==> src/rtl/mem_arb_pkg.sv <==
// Shared types and helpers for the data-memory port arbiter and the issue buffers.
// Latency: n/a (types, constants and a pure function only).
// Backpressure: n/a.
package mem_arb_pkg;

    localparam int ADDR_W_DEF  = 32;
    localparam int DATA_W_DEF  = 32;
    localparam int TAG_W_DEF   = 32;
    localparam int TIMEOUT_DEF = 255;

    // Widest instruction number tag_older can compare; callers zero-extend.
    localparam int TAG_MAX_W   = 64;

    typedef enum logic {
        IDLE = 1'b0,
        WAIT = 1'b1
    } state_t;

    typedef enum logic {
        OP_LD = 1'b0,
        OP_ST = 1'b1
    } op_t;

    // True when instruction number a is strictly older than b on a ring of
    // 2^w numbers: the w-bit difference a-b, read as signed, is negative.
    // The difference is shifted up so its bit w-1 lands in the top bit,
    // which keeps the index constant for any w.
    function automatic logic tag_older(input logic [TAG_MAX_W-1:0] a,
                                       input logic [TAG_MAX_W-1:0] b,
                                       input int                   w);
        logic [TAG_MAX_W-1:0] diff;
        diff = (a - b) << (TAG_MAX_W - w);
        return diff[TAG_MAX_W-1];
    endfunction

endpackage

==> src/rtl/mem_port_arbiter.sv <==
// Arbitrates the single data-memory port between load and store issue heads, oldest first.
// Latency: accept edge N -> mem_req from N+1; ack at edge M -> done during M+1; timeout after TIMEOUT wait cycles.
// Backpressure: ld_ready/st_ready low while a memory access is outstanding; done has no backpressure.
//
// Ports:
//   clk, rst                     clock, synchronous active-high reset
//   ld_req/ld_addr/ld_tag        load head; ld_ready accepts it at the edge
//   st_req/st_addr/st_data/st_tag store head; st_ready accepts it at the edge
//   mem_req/mem_we/mem_addr/mem_wdata  memory request, held stable until mem_ack
//   mem_rdata/mem_ack            memory completion (one-cycle ack, data valid with it)
//   done/done_is_st/done_tag/done_data/done_err  one-cycle completion toward ROB/CDB
//   tag_clash                    sticky flag: both heads requested with equal tags
module mem_port_arbiter
    import mem_arb_pkg::*;
#(
    parameter int ADDR_W  = ADDR_W_DEF,
    parameter int DATA_W  = DATA_W_DEF,
    parameter int TAG_W   = TAG_W_DEF,
    parameter int TIMEOUT = TIMEOUT_DEF
) (
    input  logic              clk,
    input  logic              rst,

    input  logic              ld_req,
    input  logic [ADDR_W-1:0] ld_addr,
    input  logic [TAG_W-1:0]  ld_tag,
    output logic              ld_ready,

    input  logic              st_req,
    input  logic [ADDR_W-1:0] st_addr,
    input  logic [DATA_W-1:0] st_data,
    input  logic [TAG_W-1:0]  st_tag,
    output logic              st_ready,

    output logic              mem_req,
    output logic              mem_we,
    output logic [ADDR_W-1:0] mem_addr,
    output logic [DATA_W-1:0] mem_wdata,
    input  logic [DATA_W-1:0] mem_rdata,
    input  logic              mem_ack,

    output logic              done,
    output logic              done_is_st,
    output logic [TAG_W-1:0]  done_tag,
    output logic [DATA_W-1:0] done_data,
    output logic              done_err,
    output logic              tag_clash
);

    localparam int CNT_W = $clog2(TIMEOUT + 1);

    // The in-flight access; address and write data live in the mem_* registers.
    typedef struct packed {
        op_t              op;
        logic [TAG_W-1:0] tag;
    } inflight_t;

    state_t           state_q, state_d;
    inflight_t        cur_q;
    logic [CNT_W-1:0] cnt_q;

    logic sel_st;
    logic accept;
    logic complete;
    logic timed_out;

    // Selection. The store wins unless the load is strictly older, so equal
    // tags resolve to the store. Readies are suppressed outside IDLE and
    // during reset, which keeps them mutually exclusive.
    always_comb begin
        sel_st   = st_req && !(ld_req && tag_older(TAG_MAX_W'(ld_tag), TAG_MAX_W'(st_tag), TAG_W));
        st_ready = (state_q == IDLE) && !rst && sel_st;
        ld_ready = (state_q == IDLE) && !rst && ld_req && !sel_st;
        accept   = ld_ready || st_ready;
    end

    always_ff @(posedge clk) begin
        if (rst) begin
            state_q <= IDLE;
        end else begin
            state_q <= state_d;
        end
    end

    // Next state. An ack on the final counted cycle still completes normally.
    always_comb begin
        state_d   = state_q;
        complete  = 1'b0;
        timed_out = 1'b0;
        case (state_q)
            IDLE: begin
                if (accept) begin
                    state_d = WAIT;
                end
            end
            WAIT: begin
                if (mem_ack) begin
                    complete = 1'b1;
                    state_d  = IDLE;
                end else if (cnt_q == CNT_W'(TIMEOUT - 1)) begin
                    complete  = 1'b1;
                    timed_out = 1'b1;
                    state_d   = IDLE;
                end
            end
            default: state_d = IDLE;
        endcase
    end

    always_ff @(posedge clk) begin
        if (rst) begin
            cur_q      <= '0;
            cnt_q      <= '0;
            mem_req    <= 1'b0;
            mem_we     <= 1'b0;
            mem_addr   <= '0;
            mem_wdata  <= '0;
            done       <= 1'b0;
            done_is_st <= 1'b0;
            done_tag   <= '0;
            done_data  <= '0;
            done_err   <= 1'b0;
            tag_clash  <= 1'b0;
        end else begin
            done       <= 1'b0;
            done_is_st <= 1'b0;
            done_err   <= 1'b0;

            if (ld_req && st_req && (ld_tag == st_tag)) begin
                tag_clash <= 1'b1;
            end

            if (st_ready) begin
                cur_q.op  <= OP_ST;
                cur_q.tag <= st_tag;
                mem_req   <= 1'b1;
                mem_we    <= 1'b1;
                mem_addr  <= st_addr;
                mem_wdata <= st_data;
                cnt_q     <= '0;
            end else if (ld_ready) begin
                cur_q.op  <= OP_LD;
                cur_q.tag <= ld_tag;
                mem_req   <= 1'b1;
                mem_we    <= 1'b0;
                mem_addr  <= ld_addr;
                mem_wdata <= '0;
                cnt_q     <= '0;
            end

            if (state_q == WAIT) begin
                if (complete) begin
                    mem_req    <= 1'b0;
                    done       <= 1'b1;
                    done_is_st <= (cur_q.op == OP_ST);
                    done_tag   <= cur_q.tag;
                    done_err   <= timed_out;
                    done_data  <= (!timed_out && cur_q.op == OP_LD) ? mem_rdata : '0;
                end else begin
                    cnt_q <= cnt_q + 1'b1;
                end
            end
        end
    end

endmodule

==> config.mk <==
export PLATFORM = sky130hd
export DESIGN_NAME = mem_port_arbiter
export DESIGN_NICKNAME = d
export VERILOG_FILES = /design/src/rtl/mem_arb_pkg.sv /design/src/rtl/mem_port_arbiter.sv
export SDC_FILE = /design/constraint.sdc
export NUM_CORES = 1
export LEC_CHECK = 0
export ABC_AREA = 1
export CAP_MARGIN = 25
export CORE_UTILIZATION = 38
export DETAILED_ROUTE_END_ITERATION = 16
export GPL_TIMING_DRIVEN = 0
export PLACE_DENSITY_LB_ADDON = 0.05
export RECOVER_POWER = 100
export SETUP_SLACK_MARGIN = 0.1
export SLEW_MARGIN = 25
export SYNTH_ARGS = -nofsm -noshare
export SYNTH_HDL_FRONTEND = slang
export SYNTH_SLANG_ARGS = --single-unit
==> constraint.sdc <==
create_clock -name clk -period 2.6 [get_ports clk]
set_clock_uncertainty 0.05 [all_clocks]
set_input_delay 0.52 -clock clk [delete_from_list [all_inputs] [get_ports clk]]
set_output_delay 0.52 -clock clk [all_outputs]
set_load 0.02 [all_outputs]
==> results.sh <==
export IMPL_powerDensity_nw_per_um2=526
export IMPL_grt_max_degree=18
export IMPL_cts_tree="yes"
export IMPL_fp_coreArea_um2=21400
export IMPL_grt_total_usage_pct=25.0
export IMPL_final_common_cell="nand2_1"
export IMPL_final_nets=1812
export IMPL_hold_viol_final=0
export IMPL_tightest_slew_ps=668
export IMPL_hold_class="in -> reg"
export IMPL_synth_xor_area_share_pct=0.731
export IMPL_routed_wl_mm=28.9
export IMPL_cts_max_level=4
export IMPL_syn2layout_area_growth_pct=62.1
export IMPL_criticalPathCategory="in -> out"
export IMPL_pin_count=333
export IMPL_cap_viol_max_count=0
export IMPL_yosysTopAreaCell="dfxtp_1"
export IMPL_worst_setup_path_end_kind="output port"
export IMPL_clkLatencyLatePin_ps=420
export IMPL_ys_seq_elements=175
export IMPL_hold_depth=5
export IMPL_startpoint_type="input pin"
export IMPL_finalWorstSetupSlack_ps=-185
export IMPL_synth_seq_area_share_pct=41.8
export IMPL_yosys_warnings=0
export IMPL_wire_per_inst_um=15.4
export IMPL_synthMuxAreaShare_pct=0
export IMPL_drive_gt1_share_pct=17.3
export IMPL_clockRootBuffer="clkbuf_16"
export IMPL_fin_crit_sh_pct=107
export IMPL_synth_top_cell_area_share_pct=41.8
export IMPL_synthCells=1187
export IMPL_violations="negative setup slack"
export IMPL_rows=53
export IMPL_antenna_found_initial=3
export IMPL_first_iter_violations=538
export IMPL_async_reset_ff_share_pct=0
export IMPL_cts_hold_fix_buffers=0
export IMPL_layout_common_cells="nand2_1, dfxtp_1, inv_1"
export IMPL_status="complete, but fails checks"
export IMPL_worstHoldStart="ld_tag[12]"
export IMPL_synth_edf_count=0
export IMPL_vias=9049
export IMPL_ant_nets=0
export IMPL_crit_path_max_fanout=3
export IMPL_syn_nets=1417
export IMPL_synth_compound_area_share_pct=11.2
export IMPL_required_ps=2030
export IMPL_die_y_um=151
export IMPL_place_gp_congestion=0.863
export IMPL_start_util_pct=39.3
export IMPL_leakagePower_nw=6.32
export IMPL_fin_tns_setup_ps=-738
export IMPL_cts_sinks=175
export IMPL_synth_top_family_by_area="simple AND/OR/NAND/NOR gates"
export IMPL_rrSetupSlack_ps=230
export IMPL_arrival_ps=2220
export IMPL_setup_violations=18
export IMPL_r2r_start="cnt_q[2]$_SDFF_PP0_"
export IMPL_reg2reg_to="done_tag[4]$_SDFFE_PP0P_"
export IMPL_clk_pin_slew_worst_paths_ps=70
export IMPL_rsz0062_at_grt="true"
export IMPL_syn_area_per_cell_um2=7.06
export IMPL_period_needed_ps=2790
export IMPL_reg2regPathDepth=9
export IMPL_maxSlewHeadroom_pct=55.4
export IMPL_grt_pass1_wl_mm=43.9
export IMPL_grt_pass1_vias=8569
export IMPL_synth_adder_area_share_pct=4.92
export IMPL_port_buffers=331
export IMPL_hold_end="cur_q[12]$_SDFFE_PP0P_"
export IMPL_final_util_pct=63.6
export IMPL_overflow=0
export IMPL_syn_area_um2=8380
export IMPL_hpwl_mm=21.4
export IMPL_maxSlewViolCount=0
export IMPL_die_area_um2=22700
export IMPL_synth_area_leaders="dfxtp_1, nand2_1, nand3_1, inv_1, nand4_1"
export IMPL_die_w_um=151
export IMPL_synthFlopType="dfxtp_1"
export IMPL_synth_cell_type_count=32
export IMPL_cts_buffer_depth=2
export IMPL_cts_buffers=17
export IMPL_vias_per_cell=4.83
export IMPL_ir_drop_uv=440
export IMPL_firstDrtPassIters=5
export IMPL_drc=0
export IMPL_yosys_area_share_simple_pct=28.5
export IMPL_max_freq_mhz=359
-- state kept, by name, indices dropped and copies added (netlist names) --
signal and count:
state_q 1, done_err 1, done_data 32, mem_req 1, mem_wdata 32, done_tag 32, mem_we 1, done 1
done_is_st 1, tag_clash 1, cnt_q 8, cur_q 32, mem_addr 32
-- metal layers --
metal | routed length (um) | global-route usage [%] | share of wire [%] | up-vias
met5 | 0 | 0 | 0 | -
met4 | 625 | 7.93 | 2.2 | 0
met3 | 2170 | 5.48 | 7.5 | 45
met2 | 14100 | 43.8 | 49 | 306
met1 | 12000 | 30.3 | 41 | 4073
li1 | - | - | - | 4625
-- cells in the mapped netlist (7+ instances only) --
library cell  instances
dfxtp_1             175
a21oi_1              55
ha_1                 33
nand3_1             141
clkbuf_1             54
buf_6                 7
inv_1               186
nand4_1              67
nor2_1               67
o21a_1               33
nand2_1             253
o21ai_0              70
buf_1                 9
-- cell type report --
| class | count | area [um^2] |
|---|---|---|
| inverters | 189 | 754 |
| well taps | 275 | 344 |
| clock inverters | 14 | 175 |
| fillers | 1967 | 7760 |
| flip-flops and latches | 175 | 3500 |
| diodes | 4 | 10.0 |
| plain buffers | 79 | 415 |
| repair buffers | 376 | 3530 |
| clock buffers | 18 | 429 |
| multi-input cells | 744 | 4430 |
-- critical path: stages --
cell and delay (ps):
buf_8 100, ha_4 270, nand2_4 50, nor2_4 120, nand2_2 90, nor2_2 110, nand2_1 60, nand2_2 80
nand2_2 70, nand2_2 80, nand2_2 70, nand3_4 90, buf_12 120, nand3_4 80, inv_4 90, buf_6 100
buf_6 100
-- per-stage QoR --
stage | setup slack [ps] | cells | instance area (um^2) | hold WS, ps | power (W)
finish | -185 | 1874 | 13600 | 377 | 0.00715
global route | -288 | 1872 | 13600 | 386 | 0.00747
CTS | -150 | 1862 | 13400 | 373 | 0.00719
detailed placement | -1420 | 1793 | 12300 | 383 | 0.00442
global placement | -1400 | 1793 | 12300 | 379 | 0.00440
floorplan | 89.4 | 1187 | 8660 | 369 | 0.00369
-- power breakdown --
group	leakage [nW]	internal, W	switching (W)	total, W
registers	1.43	0.00282	0.0000564	0.00288
clock network	0.286	0.00145	0.00118	0.00264
logic	4.60	0.000768	0.000865	0.00163
total	6.32	0.00504	0.00211	0.00715
-- worst max-delay path by stage --
stage                           from        to  slack (ps)  cells past startpoint
after detailed placement  st_tag[28]  st_ready       -1420                     17
after floorplan           st_tag[28]  ld_ready          90                     14
after global routing      st_tag[12]  st_ready        -290                     18
final                     ld_tag[12]  st_ready        -190                     17
after global placement    st_tag[28]  st_ready       -1400                     17
after CTS                 ld_tag[26]  ld_ready        -150                     13
-- kinds of logic after synthesis --
kind of cell | after synthesis
and+or+nand+nor | 537
buffers and inverters | 268
DFF | 175
AOI/OAI and AO/OA | 167
adders and majority gates | 33
xor gates and xnor gates | 7
-- timing repair --
item                                    CTS  global route
endpoints found under the setup margin  103            40
pin swaps                                75            24
buffers inserted                         37             7
gates cloned                              0             1
gates resized for setup                 352            46
No activity file was read; power rests on OpenSTA's default activity.
